==> src/rtl/quad_encoder_counter.sv <==
// Quadrature encoder position counter.
// Both encoder channels are synchronized, glitch-filtered and decoded into a
// wrapping 32-bit signed position, with snapshot capture and a sticky error
// flag for illegal A/B transitions.
// Optional feature: define QUAD_VELOCITY_EN to build the velocity window
// (count delta per VEL_PERIOD cycles); otherwise vel/vel_valid are tied to 0.
module quad_encoder_counter #(
  parameter int unsigned FILT_LEN   = 4,
  parameter int unsigned VEL_PERIOD = 50000
) (
  input  logic        clk,
  input  logic        reset,
  input  logic        enc_a,
  input  logic        enc_b,
  input  logic        clr,
  input  logic        snap,
  output logic [31:0] count,
  output logic [31:0] count_snap,
  output logic        snap_valid,
  output logic        err,
  output logic [31:0] vel,
  output logic        vel_valid
);

  localparam int unsigned FW = 8;
  localparam logic [FW:0] FILT_THR = (FW+1)'(FILT_LEN);

  typedef enum logic {S_INIT, S_TRACK} state_t;

  // Elaboration-time guard on the legal parameter ranges
  if (FILT_LEN < 1 || FILT_LEN > 255) begin : g_bad_filt_len
    $error("FILT_LEN out of range 1..255");
  end
  if (VEL_PERIOD < 2 || VEL_PERIOD > (1 << 24)) begin : g_bad_vel_period
    $error("VEL_PERIOD out of range 2..2^24");
  end

  // Map a {A,B} code onto its position in the quadrature cycle 00,01,11,10
  function automatic logic [1:0] gray_pos(input logic [1:0] ab);
    return {ab[1], ab[1] ^ ab[0]};
  endfunction

  // Bit 1 carries channel A, bit 0 carries channel B throughout
  logic [1:0]          sync1_q, sync1_d;
  logic [1:0]          sync2_q, sync2_d;
  logic [1:0]          filt_q, filt_d;
  logic [1:0][FW-1:0]  fcnt_q, fcnt_d;
  state_t              state_q, state_d;
  logic [1:0]          prev_ab_q, prev_ab_d;
  logic [FW-1:0]       stab_q, stab_d;
  logic signed [31:0]  count_q, count_d;
  logic        [31:0]  count_snap_q, count_snap_d;
  logic                snap_valid_q, snap_valid_d;
  logic                err_q, err_d;
  logic signed [31:0]  step;
  logic                illegal;
  logic [1:0]          pos_diff;

  // Two-flop synchronizer inputs
  always_comb begin
    sync1_d = {enc_a, enc_b};
    sync2_d = sync1_q;
  end

  // Per-channel filter: accept a new level only after FILT_LEN consecutive
  // disagreeing samples; any agreeing sample restarts the qualification
  always_comb begin
    filt_d = filt_q;
    fcnt_d = fcnt_q;
    for (int i = 0; i < 2; i++) begin
      if (sync2_q[i] != filt_q[i]) begin
        if (({1'b0, fcnt_q[i]} + 9'd1) >= FILT_THR) begin
          filt_d[i] = sync2_q[i];
          fcnt_d[i] = '0;
        end else begin
          fcnt_d[i] = fcnt_q[i] + 8'd1;
        end
      end else begin
        fcnt_d[i] = '0;
      end
    end
  end

  // Decoder FSM: wait for settled inputs in INIT, then count steps in TRACK
  always_comb begin
    state_d   = state_q;
    prev_ab_d = prev_ab_q;
    stab_d    = stab_q;
    err_d     = err_q;
    step      = '0;
    illegal   = 1'b0;
    pos_diff  = gray_pos(filt_q) - gray_pos(prev_ab_q);
    case (state_q)
      S_INIT: begin
        prev_ab_d = filt_q;
        // Stable means no pending disagreement anywhere in the input path
        if (filt_q == prev_ab_q && sync1_q == filt_q && sync2_q == filt_q) begin
          if (({1'b0, stab_q} + 9'd1) >= FILT_THR) begin
            state_d = S_TRACK;
            stab_d  = '0;
          end else begin
            stab_d = stab_q + 8'd1;
          end
        end else begin
          stab_d = '0;
        end
      end
      S_TRACK: begin
        prev_ab_d = filt_q;
        case (pos_diff)
          2'd1:    step = 32'sd1;
          2'd3:    step = -32'sd1;
          2'd2:    illegal = 1'b1;
          default: step = '0;
        endcase
      end
      default: state_d = S_INIT;
    endcase
    // clr discards any same-cycle step; an illegal transition still sets err
    if (clr) begin
      count_d = '0;
      err_d   = 1'b0;
    end else begin
      count_d = count_q + step;
    end
    if (illegal) begin
      err_d = 1'b1;
    end
  end

  // Snapshot of the pre-update count register
  always_comb begin
    count_snap_d = snap ? count_q : count_snap_q;
    snap_valid_d = snap;
  end

  // State registers for synchronizer, filters, decoder and snapshot
  always_ff @(posedge clk) begin
    if (reset) begin
      sync1_q      <= '0;
      sync2_q      <= '0;
      filt_q       <= '0;
      fcnt_q       <= '0;
      state_q      <= S_INIT;
      prev_ab_q    <= '0;
      stab_q       <= '0;
      count_q      <= '0;
      count_snap_q <= '0;
      snap_valid_q <= 1'b0;
      err_q        <= 1'b0;
    end else begin
      sync1_q      <= sync1_d;
      sync2_q      <= sync2_d;
      filt_q       <= filt_d;
      fcnt_q       <= fcnt_d;
      state_q      <= state_d;
      prev_ab_q    <= prev_ab_d;
      stab_q       <= stab_d;
      count_q      <= count_d;
      count_snap_q <= count_snap_d;
      snap_valid_q <= snap_valid_d;
      err_q        <= err_d;
    end
  end

  assign count      = count_q;
  assign count_snap = count_snap_q;
  assign snap_valid = snap_valid_q;
  assign err        = err_q;

`ifdef QUAD_VELOCITY_EN
  localparam int unsigned WW = (VEL_PERIOD > 1) ? $clog2(VEL_PERIOD) : 1;
  localparam logic [WW-1:0] WIN_LAST = WW'(VEL_PERIOD - 1);

  logic [WW-1:0]      win_q, win_d;
  logic signed [31:0] base_q, base_d;
  logic signed [31:0] vel_q, vel_d;
  logic               vel_valid_q, vel_valid_d;

  // Window counter; at wrap publish the count delta since the previous wrap
  always_comb begin
    win_d       = win_q + 1'b1;
    base_d      = base_q;
    vel_d       = vel_q;
    vel_valid_d = 1'b0;
    if (clr) begin
      win_d  = '0;
      base_d = '0;
    end else if (win_q == WIN_LAST) begin
      win_d       = '0;
      vel_d       = count_q - base_q;
      base_d      = count_q;
      vel_valid_d = 1'b1;
    end
  end

  // Velocity registers
  always_ff @(posedge clk) begin
    if (reset) begin
      win_q       <= '0;
      base_q      <= '0;
      vel_q       <= '0;
      vel_valid_q <= 1'b0;
    end else begin
      win_q       <= win_d;
      base_q      <= base_d;
      vel_q       <= vel_d;
      vel_valid_q <= vel_valid_d;
    end
  end

  assign vel       = vel_q;
  assign vel_valid = vel_valid_q;
`else
  assign vel       = '0;
  assign vel_valid = 1'b0;
`endif

endmodule

==> config.mk <==
export PLATFORM = sky130hd
export DESIGN_NAME = quad_encoder_counter
export DESIGN_NICKNAME = d
export VERILOG_FILES = /design/src/rtl/quad_encoder_counter.sv
export SDC_FILE = /design/constraint.sdc
export NUM_CORES = 1
export LEC_CHECK = 0
export CELL_PAD_IN_SITES_DETAIL_PLACEMENT = 1
export CELL_PAD_IN_SITES_GLOBAL_PLACEMENT = 1
export CORE_MARGIN = 5
export CORE_UTILIZATION = 35
export DETAILED_ROUTE_END_ITERATION = 7
export DONT_BUFFER_PORTS = 1
export PLACE_DENSITY_LB_ADDON = 0.05
export SLEW_MARGIN = 20
export SYNTH_ARGS = -nofsm -noshare
export SYNTH_HDL_FRONTEND = slang
export SYNTH_SLANG_ARGS = --single-unit
==> constraint.sdc <==
create_clock -name clk -period 6.2 [get_ports clk]
set_clock_uncertainty 0.2 [all_clocks]
set_input_delay 1.55 -clock clk [delete_from_list [all_inputs] [get_ports clk]]
set_output_delay 1.55 -clock clk [all_outputs]
set_load 0.01 [all_outputs]
==> out/results.ini <==
[run_status]
run_status = finished clean

[power_and_ir_drop]
power.combinational.fraction_pct = 2.3
cell_internal_pwr_mw = 1.01
power_frac_clock_pct = 47.6
power.leakage_nw = 2.53
power-per-cell-area_nw_per_um2 = 231
sequentialPowerShare_pct = 50.0
p_sw_share_pct = 22.1
max-vdd-ir-drop_mv = 0.130
p_sw_mw = 0.287

[final_layout]
num_antenna_cells = 0
fraction_of_layout_cells_with_a_size_suffix_above_1_pct = 5.13
layout_filler_cell_count = 1703
final_cell_mix = 99 x sky130_fd_sc_hd__dfxtp_1, 73 x sky130_fd_sc_hd__nor2_1, 45 x sky130_fd_sc_hd__conb_1, 38 x sky130_fd_sc_hd__ha_1, 34 x sky130_fd_sc_hd__mux2i_1
finalCoreUtilization_pct = 38.5
layout_commonest_cell = sky130_fd_sc_hd__dfxtp_1
final_nets = 625
areaGrowthSynthToFinish_pct = 7.32

[cts]
clkSinkCount = 99
ctsHoldBuffers = 0
post_cts_resized = 0
insertion_delay_ns = 0.35
clkSlewWorstSetupHoldPaths_ns = 0.07
post_cts_setup_buffer_count = 0
cts_root_buf = sky130_fd_sc_hd__clkbuf_16
max-clock-path-buffers = 2
cts_htree_levels = 3
numCtsBuffers = 9
cts_tree = done

[logic_synthesis]
ys_seq_area_share_pct = 37.9
syn_inst = 580
yosysTopAreaCell = sky130_fd_sc_hd__dfxtp_1
synthXorXnorAreaFrac_pct = 5.53
synth_top_family_by_area = simple AND/OR/NAND/NOR gates
synth_enable_flop_cells = 0
netlist_area_um2 = 5230
post_synth_main_area_contributors = sky130_fd_sc_hd__dfxtp_1 38%, sky130_fd_sc_hd__ha_1 9.1%, sky130_fd_sc_hd__mux2i_1 6.5%
synth.mux.area_fraction_pct = 6.51
post_synth_and_or_nand_nor_area_fraction_pct = 18.1
prevailing_post_synth_register_cell = sky130_fd_sc_hd__dfxtp_1
synth_warn = 0
yosys.area.top_type_share_pct = 37.9
compound_gate_fraction_of_synth_area_pct = 15.4
synth.ff_latch_count = 99
yosys.cell_types.count = 59
postSynthAreaPerCell_um2 = 9.02
post_synth_fa_ha_maj_area_fraction_pct = 9.48
synthArstFlopShare_pct = 0

[sta]
post-route-period-util_pct = 73.3
worstMarginPinSlew_ns = 0.833
slew_headroom_pct = 43.8
setup_violations = 0
report.final.slew_viol_count = 0
fmax_mhz = 220
final-hold-violation-count = 0
final.setup.tns_ns = 0
unrepaired_setup_endpoints_after_global_routing = no
finalWorstPathRequiredPeriod_ns = 4.55

[critical_path]
cp_max_fo = 20
timing.critical_path.arrival_ns = 4.57
worstSetupEndpointType = flop
worst-endpoint-required_ns = 6.22
worst_setup_path_start_kind = flop
r2r_setup_slack_ns = 1.65
critical_path_class = reg -> reg

[floorplanning]
height_of_the_die_um = 132
floorplan.initialDensity_pct = 35.8
die_w_um = 132
core.rowCount = 44
dieArea_um2 = 17500
core-area_um2 = 14600
top_level_pins = 105

[global_routing]
total_gr_overflow = 0
pin_count_of_the_biggest_net_entering_global_routing = 49
grt_pass1_vias = 4026
busiest_layer = met2
grt_use_total_pct = 14.8
globalRouteMet1Util_pct = 17.9
grt_util_met3_pct = 3.02
grt_antenna_before_repair = 0
global_route.usage.met2_pct = 25.7
first_pass_grt_wire_length_mm = 21.2

[flow_run]
drv_cap = 0

[routing]
vias = 3955
wire_per_inst_um = 16.8
detail-route-antenna-nets = 0
routed_wirelength_mm = 12.9
route.detailed.drc = 0
first_pass_iters = 4
via_density_per_instance = 5.14
drt_first_iter_violations = 96

[placed_design]
dp.final_hpwl_mm = 9.66
finalWeightedCongestion = 0.783
portBuffers = 0

[min_path]
hold_path_class = reg -> reg

cell usage after synthesis, drive strengths merged, types with 4 or more instances:
| cell type | instances |
|---|---|
| nor2b | 12 |
| nand3 | 20 |
| nor3 | 9 |
| clkbuf | 19 |
| nor3b | 4 |
| a31oi | 5 |
| o21ai | 27 |
| nand2 | 26 |
| and3 | 6 |
| xnor2 | 17 |
| o211ai | 4 |
| xor2 | 16 |
| mux2i | 34 |
| a21o | 17 |
| buf | 37 |
| a21boi | 5 |
| nand4 | 11 |
| and2 | 11 |
| a221oi | 4 |
| dfxtp | 99 |
| a211oi | 4 |
| ha | 38 |
| inv | 6 |
| a21oi | 30 |
| nor2 | 73 |
| o21a | 7 |
power by group through the flow:
stage	clock network (mW)	registers, mW	logic (mW)
floorplan	0	0.662	0.0508
global placement	0	0.663	0.0294
detailed placement	0	0.664	0.0301
CTS	0.647	0.649	0.0302
global route	0.668	0.650	0.0347
finish	0.618	0.649	0.0303
per-stage QoR:
stage | power, mW | cell area [um^2] | hold slack (ns) | setup slack, ns | instances
floorplan | 0.712 | 5390 | 0.223 | 1.58 | 624
global placement | 0.693 | 5290 | 0.240 | 1.64 | 753
detailed placement | 0.694 | 5290 | 0.244 | 1.56 | 753
CTS | 1.33 | 5610 | 0.261 | 1.53 | 769
global route | 1.35 | 5610 | 0.291 | 1.32 | 769
finish | 1.30 | 5610 | 0.256 | 1.65 | 769
state kept, by name, summed over array words and instances (netlist names), 2 cells and up:
register	cells
sync1_q	2
fcnt_q	16
count	32
filt_q	2
stab_q	8
count_snap	32
sync2_q	2
prev_ab_q	2
worst max-delay path, stage by stage (launching register included):
cell	delay [ns]
sky130_fd_sc_hd__dfxtp_1	0.47
sky130_fd_sc_hd__xnor2_1	0.16
sky130_fd_sc_hd__ha_1	0.18
sky130_fd_sc_hd__xor2_1	0.19
sky130_fd_sc_hd__xnor2_1	0.12
sky130_fd_sc_hd__nor2b_2	0.54
sky130_fd_sc_hd__buf_4	0.40
sky130_fd_sc_hd__ha_1	0.36
sky130_fd_sc_hd__a2111o_1	0.47
sky130_fd_sc_hd__a211o_1	0.34
sky130_fd_sc_hd__nor3b_1	0.50
sky130_fd_sc_hd__o21ai_0	0.25
sky130_fd_sc_hd__xnor2_1	0.18
sky130_fd_sc_hd__nor2_1	0.05
layout make-up:
cell class | count | area (um^2) | area share (%)
multi-input cells | 463 | 3050 | 54.3
clock inverters | 7 | 96.3 | 1.72
clock buffers | 9 | 225 | 4.01
flip-flops and latches | 99 | 1980 | 35.3
repair buffers | 1 | 7.51 | 0.134
well taps | 184 | 230 | 4.10
inverters | 6 | 22.5 | 0.401
logic make-up (layout without fill, tap and decap cells):
family	Yosys count	in the layout
multiplexers	34	34
flip-flops	99	99
AND/OR/NAND/NOR	193	193
adder cells (fa/ha/maj)	39	39
AO/OA/AOI/OAI	119	119
other	1	45
XOR/XNOR	33	33
buffers and inverters	62	23
final timing paths:
| check | cells after the start | end | from |
|---|---|---|---|
| max reg2reg | 13 | count[28] | filt_q[1] |
| min | 1 | stab_q[7] | stab_q[7] |
| min reg2reg | 1 | stab_q[7] | stab_q[7] |
| max | 13 | count[28] | filt_q[1] |
per-layer routing:
metal | part of all wire [%] | vias up | wire length (um)
met5 | 0 | - | 0
met4 | 1.7 | 0 | 226
met3 | 4.0 | 13 | 521
met2 | 50 | 68 | 6430
met1 | 45 | 1889 | 5760
li1 | - | 1985 | -
Note: power is estimated with default switching activity, not from simulation.
